$ cat src/rtl/digit_string_renderer_if.sv
// Pixel-stream, digit-update and colour-output bundle for digit_string_renderer.
// The master side is the display timing/control logic; the slave side is the renderer.
interface digit_string_renderer_if #(
  parameter int unsigned XW         = 10,
  parameter int unsigned NUM_DIGITS = 4
);
  logic [XW-1:0]           pix_x;
  logic [XW-1:0]           pix_y;
  logic                    pix_valid;
  logic                    frame_start;
  logic                    digits_wr;
  logic [4*NUM_DIGITS-1:0] digits_in;
  logic                    blank_lz;
  logic [NUM_DIGITS-1:0]   blink_mask;
  logic [5:0]              color;
  logic                    color_valid;

  modport master (
    output pix_x, pix_y, pix_valid, frame_start, digits_wr, digits_in, blank_lz, blink_mask,
    input  color, color_valid
  );

  modport slave (
    input  pix_x, pix_y, pix_valid, frame_start, digits_wr, digits_in, blank_lz, blink_mask,
    output color, color_valid
  );
endinterface

$ cat src/rtl/digit_string_renderer.sv
// Two-stage pixel pipeline drawing a row of BCD digits from one scaled 7-segment cell.
// Optional per-digit blinking is built only when `define DIGIT_BLINK_EN is set.
module digit_string_renderer #(
  parameter int unsigned NUM_DIGITS   = 4,
  parameter int unsigned SCALE_LOG2   = 1,
  parameter int unsigned ORIGIN_X     = 0,
  parameter int unsigned ORIGIN_Y     = 0,
  parameter int unsigned XW           = 10,
  parameter logic [5:0]  FG           = 6'b000000,
  parameter logic [5:0]  BG           = 6'b111111,
  parameter int unsigned BLINK_FRAMES = 30
) (
  input logic                    clk,
  input logic                    reset_n,
  digit_string_renderer_if.slave bus
);

  localparam int unsigned IDXW    = (NUM_DIGITS > 1) ? $clog2(NUM_DIGITS) : 1;
  localparam int unsigned DW      = 4 * NUM_DIGITS;
  localparam int unsigned XE      = XW + 1;
  localparam int unsigned FIELD_W = NUM_DIGITS << (3 + SCALE_LOG2);
  localparam int unsigned FIELD_H = 16 << SCALE_LOG2;

  // Segment bits ordered {a,b,c,d,e,f,g}; codes 10-15 are blank.
  function automatic logic [6:0] seg_map(input logic [3:0] d);
    case (d)
      4'd0:    seg_map = 7'b1111110;
      4'd1:    seg_map = 7'b0110000;
      4'd2:    seg_map = 7'b1101101;
      4'd3:    seg_map = 7'b1111001;
      4'd4:    seg_map = 7'b0110011;
      4'd5:    seg_map = 7'b1011011;
      4'd6:    seg_map = 7'b1011111;
      4'd7:    seg_map = 7'b1110000;
      4'd8:    seg_map = 7'b1111111;
      4'd9:    seg_map = 7'b1111011;
      default: seg_map = 7'b0000000;
    endcase
  endfunction

  logic [XE-1:0]   w_dx_ext;
  logic [XE-1:0]   w_dy_ext;
  logic [XW-1:0]   w_dx;
  logic [XW-1:0]   w_dy;
  logic            w_in_field;
  logic [IDXW-1:0] w_idx;
  logic [2:0]      w_col;
  logic [3:0]      w_row;

  // Stage 1 address decode; the borrow bit flags pixels left of / above the origin.
  assign w_dx_ext   = {1'b0, bus.pix_x} - XE'(ORIGIN_X);
  assign w_dy_ext   = {1'b0, bus.pix_y} - XE'(ORIGIN_Y);
  assign w_dx       = w_dx_ext[XW-1:0];
  assign w_dy       = w_dy_ext[XW-1:0];
  assign w_in_field = !w_dx_ext[XW] && !w_dy_ext[XW] &&
                      (32'(w_dx) < FIELD_W) && (32'(w_dy) < FIELD_H);
  assign w_idx      = IDXW'(NUM_DIGITS - 1) - IDXW'(w_dx >> (3 + SCALE_LOG2));
  assign w_col      = 3'(w_dx >> SCALE_LOG2);
  assign w_row      = 4'(w_dy >> SCALE_LOG2);

  logic            r_v1;
  logic            r_in1;
  logic [IDXW-1:0] r_idx1;
  logic [2:0]      r_col1;
  logic [3:0]      r_row1;

  always_ff @(posedge clk or negedge reset_n) begin
    if (!reset_n) begin
      r_v1   <= 1'b0;
      r_in1  <= 1'b0;
      r_idx1 <= '0;
      r_col1 <= '0;
      r_row1 <= '0;
    end else begin
      r_v1   <= bus.pix_valid;
      r_in1  <= w_in_field;
      r_idx1 <= w_idx;
      r_col1 <= w_col;
      r_row1 <= w_row;
    end
  end

  logic [DW-1:0]         r_active;
  logic [DW-1:0]         r_pending;
  logic                  r_pend_flag;
  logic [NUM_DIGITS-1:0] r_lz;
  logic                  w_commit;
  logic [DW-1:0]         w_commit_val;
  logic [NUM_DIGITS-1:0] w_lz_next;
  logic                  w_seen;

  assign w_commit     = bus.frame_start && (bus.digits_wr || r_pend_flag);
  assign w_commit_val = bus.digits_wr ? bus.digits_in : r_pending;

  // Leading-zero mask, scanned from the most significant digit down; digit 0 is never blanked.
  always_comb begin
    w_lz_next = '0;
    w_seen    = 1'b0;
    for (int i = NUM_DIGITS - 1; i >= 1; i--) begin
      if (w_commit_val[4*i +: 4] != 4'd0) w_seen = 1'b1;
      w_lz_next[i] = bus.blank_lz && !w_seen;
    end
  end

  always_ff @(posedge clk or negedge reset_n) begin
    if (!reset_n) begin
      r_active    <= '0;
      r_pending   <= '0;
      r_pend_flag <= 1'b0;
      r_lz        <= '0;
    end else begin
      if (bus.digits_wr) r_pending <= bus.digits_in;
      if (bus.frame_start)    r_pend_flag <= 1'b0;
      else if (bus.digits_wr) r_pend_flag <= 1'b1;
      if (w_commit) begin
        r_active <= w_commit_val;
        r_lz     <= w_lz_next;
      end
    end
  end

  logic [NUM_DIGITS-1:0] w_blink_vec;

`ifdef DIGIT_BLINK_EN
  localparam int unsigned CNTW = (BLINK_FRAMES > 1) ? $clog2(BLINK_FRAMES) : 1;

  logic [CNTW-1:0] r_blink_cnt;
  logic            r_blink_phase;

  // Frame counter; the phase flips every BLINK_FRAMES frame starts.
  always_ff @(posedge clk or negedge reset_n) begin
    if (!reset_n) begin
      r_blink_cnt   <= '0;
      r_blink_phase <= 1'b0;
    end else if (bus.frame_start) begin
      if (r_blink_cnt == CNTW'(BLINK_FRAMES - 1)) begin
        r_blink_cnt   <= '0;
        r_blink_phase <= ~r_blink_phase;
      end else begin
        r_blink_cnt <= r_blink_cnt + CNTW'(1);
      end
    end
  end

  assign w_blink_vec = {NUM_DIGITS{r_blink_phase}} & bus.blink_mask;
`else
  logic w_unused_blink;

  assign w_blink_vec    = '0;
  assign w_unused_blink = ^{bus.blink_mask, 32'(BLINK_FRAMES)};
`endif

  logic [3:0] w_digit;
  logic       w_blank;
  logic [6:0] w_seg;
  logic       w_ch;
  logic       w_top;
  logic       w_bot;
  logic       w_ink;

  // Stage 2 digit select and cell ink test.
  always_comb begin
    w_digit = 4'd0;
    w_blank = 1'b1;
    for (int i = 0; i < NUM_DIGITS; i++) begin
      if (r_idx1 == IDXW'(i)) begin
        w_digit = r_active[4*i +: 4];
        w_blank = r_lz[i] | w_blink_vec[i];
      end
    end
  end

  assign w_seg = seg_map(w_digit);
  assign w_ch  = (r_col1 >= 3'd1) && (r_col1 <= 3'd6);
  assign w_top = (r_row1 >= 4'd1) && (r_row1 <= 4'd8);
  assign w_bot = (r_row1 >= 4'd7) && (r_row1 <= 4'd14);
  assign w_ink = (w_seg[6] && w_ch && (r_row1 == 4'd1  || r_row1 == 4'd2))  ||
                 (w_seg[0] && w_ch && (r_row1 == 4'd7  || r_row1 == 4'd8))  ||
                 (w_seg[3] && w_ch && (r_row1 == 4'd13 || r_row1 == 4'd14)) ||
                 (w_seg[1] && (r_col1 == 3'd1) && w_top) ||
                 (w_seg[5] && (r_col1 == 3'd6) && w_top) ||
                 (w_seg[2] && (r_col1 == 3'd1) && w_bot) ||
                 (w_seg[4] && (r_col1 == 3'd6) && w_bot);

  logic [5:0] r_color;
  logic       r_color_valid;

  always_ff @(posedge clk or negedge reset_n) begin
    if (!reset_n) begin
      r_color       <= BG;
      r_color_valid <= 1'b0;
    end else begin
      r_color       <= (r_v1 && r_in1 && !w_blank && w_ink) ? FG : BG;
      r_color_valid <= r_v1;
    end
  end

  assign bus.color       = r_color;
  assign bus.color_valid = r_color_valid;

endmodule

$ cat src/flat_wrapper.sv
// flat-port wrapper written by rule: the top's interface ports become plain ports
module digit_string_renderer_flat 
#(
  parameter int unsigned NUM_DIGITS   = 4,
  parameter int unsigned SCALE_LOG2   = 1,
  parameter int unsigned ORIGIN_X     = 0,
  parameter int unsigned ORIGIN_Y     = 0,
  parameter int unsigned XW           = 10,
  parameter logic [5:0]  FG           = 6'b000000,
  parameter logic [5:0]  BG           = 6'b111111,
  parameter int unsigned BLINK_FRAMES = 30
)
  (clk, reset_n, bus_pix_x, bus_pix_y, bus_pix_valid, bus_frame_start, bus_digits_wr, bus_digits_in, bus_blank_lz, bus_blink_mask, bus_color, bus_color_valid);
  digit_string_renderer_if #(.XW(XW), .NUM_DIGITS(NUM_DIGITS)) bus_i ();
  input logic clk;
  input logic reset_n;
  input wire logic [$bits(bus_i.pix_x)-1:0] bus_pix_x;
  input wire logic [$bits(bus_i.pix_y)-1:0] bus_pix_y;
  input wire logic [$bits(bus_i.pix_valid)-1:0] bus_pix_valid;
  input wire logic [$bits(bus_i.frame_start)-1:0] bus_frame_start;
  input wire logic [$bits(bus_i.digits_wr)-1:0] bus_digits_wr;
  input wire logic [$bits(bus_i.digits_in)-1:0] bus_digits_in;
  input wire logic [$bits(bus_i.blank_lz)-1:0] bus_blank_lz;
  input wire logic [$bits(bus_i.blink_mask)-1:0] bus_blink_mask;
  output wire logic [$bits(bus_i.color)-1:0] bus_color;
  output wire logic [$bits(bus_i.color_valid)-1:0] bus_color_valid;
  assign bus_i.pix_x = bus_pix_x;
  assign bus_i.pix_y = bus_pix_y;
  assign bus_i.pix_valid = bus_pix_valid;
  assign bus_i.frame_start = bus_frame_start;
  assign bus_i.digits_wr = bus_digits_wr;
  assign bus_i.digits_in = bus_digits_in;
  assign bus_i.blank_lz = bus_blank_lz;
  assign bus_i.blink_mask = bus_blink_mask;
  assign bus_color = bus_i.color;
  assign bus_color_valid = bus_i.color_valid;
  digit_string_renderer #(.NUM_DIGITS(NUM_DIGITS), .SCALE_LOG2(SCALE_LOG2), .ORIGIN_X(ORIGIN_X), .ORIGIN_Y(ORIGIN_Y), .XW(XW), .FG(FG), .BG(BG), .BLINK_FRAMES(BLINK_FRAMES)) u_core (.clk(clk), .reset_n(reset_n), .bus(bus_i));
endmodule
$ cat config.mk
export PLATFORM = sky130hd
export DESIGN_NAME = digit_string_renderer_flat
export DESIGN_NICKNAME = d
export VERILOG_FILES = /design/src/rtl/digit_string_renderer_if.sv /design/src/rtl/digit_string_renderer.sv /design/src/flat_wrapper.sv
export SDC_FILE = /design/constraint.sdc
export NUM_CORES = 1
export LEC_CHECK = 0
export CORE_UTILIZATION = 44
export CTS_BUF_LIST = sky130_fd_sc_hd__clkbuf_16
export DETAILED_ROUTE_END_ITERATION = 6
export PLACE_DENSITY = 0.75
export REMOVE_ABC_BUFFERS = 1
export SETUP_SLACK_MARGIN = 0.15
export SLEW_MARGIN = 20
export SYNTH_ARGS = -nofsm -noshare
export SYNTH_HDL_FRONTEND = slang
export SYNTH_SLANG_ARGS = --single-unit
$ cat constraint.sdc
create_clock -name clk -period 2.4 [get_ports clk]
set_input_delay 0.24 -clock clk [delete_from_list [all_inputs] [get_ports clk]]
set_output_delay 0.24 -clock clk [all_outputs]
set_load 0.02 [all_outputs]
==> results.sh <==
export IMPL_grt_max_degree=30
export IMPL_synthAdderAreaFrac_pct=2.86
export IMPL_insertion_delay_ps=290
export IMPL_cp_max_fo=3
export IMPL_wire_per_inst_um=12.9
export IMPL_firstDrtPassIters=4
export IMPL_yosysUniqueCellTypes=40
export IMPL_drive_gt1_share_pct=17.9
export IMPL_critPathLaunchType="flop"
export IMPL_gr_total_overflow=0
export IMPL_ys_seq_area_share_pct=56.1
export IMPL_avgSynthCellArea_um2=12.2
export IMPL_routabilityCongestion=0.768
export IMPL_worst_ep_arrival_time_ps=2350
export IMPL_numPortBuffers=46
export IMPL_grt_pass1_vias=1482
export IMPL_path_class="flop to flop"
export IMPL_tritoncts="yes"
export IMPL_synth_area_mm2=0.00219
export IMPL_root_buffer="clkbuf_16"
export IMPL_slew_viol_final=0
export IMPL_setup_tns_ps=0
export IMPL_cts_buffers=5
export IMPL_syn_inst=180
export IMPL_hold_path_class="flop to flop"
export IMPL_p_leak_nw=1.23
export IMPL_clock_sinks=49
export IMPL_yosys_cell_count_top_type="dfrtp_1"
export IMPL_synth_xor_xnor_area_share_pct=1.20
export IMPL_switching_share_pct=25.2
export IMPL_grt_pass1_wl_um=6600
export IMPL_final_hold_viol_count=0
export IMPL_nNetsFinal=279
export IMPL_pwr_share_seq_pct=48.2
export IMPL_synth_top_family_by_area="multiplexers"
export IMPL_pwr_share_comb_pct=17.5
export IMPL_totalWireLength_um=3810
export IMPL_die_w_um=72.5
export IMPL_clk_path_buf_depth=2
export IMPL_synth_compound_area_share_pct=7.38
export IMPL_status="complete, no violations"
export IMPL_htree_levels=2
export IMPL_drv_cap=0
export IMPL_async_flop_share_pct=100
export IMPL_yosys_area_share_simple_pct=9.21
export IMPL_ios=53
export IMPL_intPower_mw=1.49
export IMPL_vias=1477
export IMPL_synth_seq_cells=49
export IMPL_postRouteAntennaNets=0
export IMPL_totalPowerFinal_mw=1.99
export IMPL_area_growth_pct=30.3
export IMPL_setup_violations=0
export IMPL_synth_edf_count=0
export IMPL_synth_top_flop_cell="dfrtp_1"
export IMPL_row_count=25
export IMPL_hpwl_um=2840
export IMPL_postPlaceCellArea_mm2=0.00270
export IMPL_required_ps=2610
export IMPL_fmax_ghz=0.466
export IMPL_ys_top_cells_by_area="dfrtp_1 (55%), mux2_2 (9.3%), mux2i_1 (3.7%)"
export IMPL_grt_use_total_pct=16.6
export IMPL_peakVddDrop_v=0.000305
export IMPL_finalCritPeriodShare_pct=89.4
export IMPL_antenna_cells=0
export IMPL_core_area_mm2=0.00475
export IMPL_viasPerCell=4.99
export IMPL_die_area_mm2=0.00526
export IMPL_yosysTopAreaCellShare_pct=54.9
export IMPL_design_area_mm2=0.00285
export IMPL_relSlewSlack_pct=68.9
export IMPL_clkTransAtPathRegs_ps=70
export IMPL_finish_utilization_pct=59.9
export IMPL_tightestPinTransition_ps=466
export IMPL_rsz0062_at_grt="false"
export IMPL_fp_dieH_um=72.5
export IMPL_drtIter0Drc=78
export IMPL_p_switching_uw=500
export IMPL_ys_warn_count=0
export IMPL_synth_largest_area_cell="dfrtp_1"
export IMPL_initial_core_util_pct=46.0
export IMPL_power_frac_clock_pct=34.3
export IMPL_synthMuxAreaShare_pct=17.4
export IMPL_remaining_drc_errors=0
export IMPL_fin_skew_ps=6.98
export IMPL_p_per_area_mw_per_mm2=698
export IMPL_timing_hold_ws_ps=377
export IMPL_fin_crit_ps=2150
export IMPL_synthTopCellsByCount="dfrtp_1 (48), mux2_2 (18), inv_1 (14), nand2_1 (14), o21ai_0 (10)"
export IMPL_antenna_found_initial=0
export IMPL_cp_end_kind="flop"
## flip-flops by register name (all words and copies together), names as in the netlist
signal and count:
u_core.r_active 16, u_core.r_pending 16, u_core.r_row1 4, u_core.r_col1 3, u_core.r_lz 3, u_core.r_idx1 2
u_core.bus.color 1, u_core.bus.color_valid 1, u_core.r_in1 1, u_core.r_pend_flag 1, u_core.r_v1 1
## cell type report
class / count / area (µm²)
flip-flops and latches: 49 / 1230
multi-input cells: 105 / 831
repair buffers: 53 / 510
clock buffers: 5 / 125
well taps: 67 / 83.8
fillers: 408 / 1900
inverters: 14 / 52.6
clock inverters: 3 / 20.0
## per-stage QoR
step           instances  worst slack (ps)
2_1_floorplan        168               127
3_3_place_gp         287               228
3_5_place_dp         287               173
4_1_cts              296               155
5_1_grt              296               120
6_report             296               255
## logic make-up after synthesis
family,count (synthesis)
adder cells (fa/ha/maj),5
multiplexers,30
AO/OA/AOI/OAI,27
XOR/XNOR,3
AND/OR/NAND/NOR,40
buffers and inverters,26
flip-flops,49
## critical path: stages (launching register included)
cell and delay [ps]:
dfrtp_1 410, mux4_2 550, inv_1 120, ha_1 250, nand3_1 90, o31ai_1 80
a221oi_2 270, o211ai_1 130, a31oi_1 170
## cells in the final DEF (no fill, tap or decap), drive strengths merged, types with 2 or more instances in the layout
cell type	count
clkdlybuf4s50	45
nand4	2
nand3	2
mux2i	8
nor3b	2
a21oi	5
inv	15
mux2	18
nor3	6
buf	7
nand2	14
nor2	5
nor4	3
a31oi	2
xnor2	2
o21ai	13
dfrtp	48
ha	5
clkbuf	5
mux4	4
## timing repair
action | CTS | global route
hold buffers | 1 | 0
resized for setup | 0 | 4
endpoints found under the hold margin | 19 | 0
buffers inserted | 0 | 0
endpoints found under the setup margin | 0 | 1
## power groups by stage
stage / clock [mW] / combinational, mW / sequential [mW]
global placement: 0 / 0.334 / 0.971
CTS: 0.695 / 0.343 / 0.958
floorplan: 0 / 0.202 / 0.958
finish: 0.682 / 0.348 / 0.959
global route: 0.737 / 0.390 / 0.970
detailed placement: 0 / 0.340 / 0.974
## worst paths after layout
check,startpoint,cells past startpoint,slack [ps],end
max in group asynchronous,reset_n,3,1220,u_core.r_active[4]$_DFFE_PN0P_
max reg2reg,u_core.r_idx1[0]$_DFF_PN0_,8,250,u_core.bus.color[4]$_DFF_PN1_
max,u_core.r_idx1[0]$_DFF_PN0_,8,250,u_core.bus.color[4]$_DFF_PN1_
min reg2reg,u_core.r_v1$_DFF_PN0_,0,380,u_core.bus.color_valid$_DFF_PN0_
min,u_core.r_v1$_DFF_PN0_,0,380,u_core.bus.color_valid$_DFF_PN0_
min in group asynchronous,reset_n,2,440,u_core.bus.color_valid$_DFF_PN0_
## routing by layer
metal | track usage, % | share of wire (%) | vias up | wire, µm
li1 | - | - | 725 | -
met1 | 21.9 | 47 | 715 | 1810
met2 | 26.3 | 47 | 30 | 1800
met3 | 4.03 | 3.9 | 7 | 150
met4 | 6.97 | 1.5 | 0 | 56
met5 | 0 | 0 | - | 0
(Power assumes the default switching activity.)
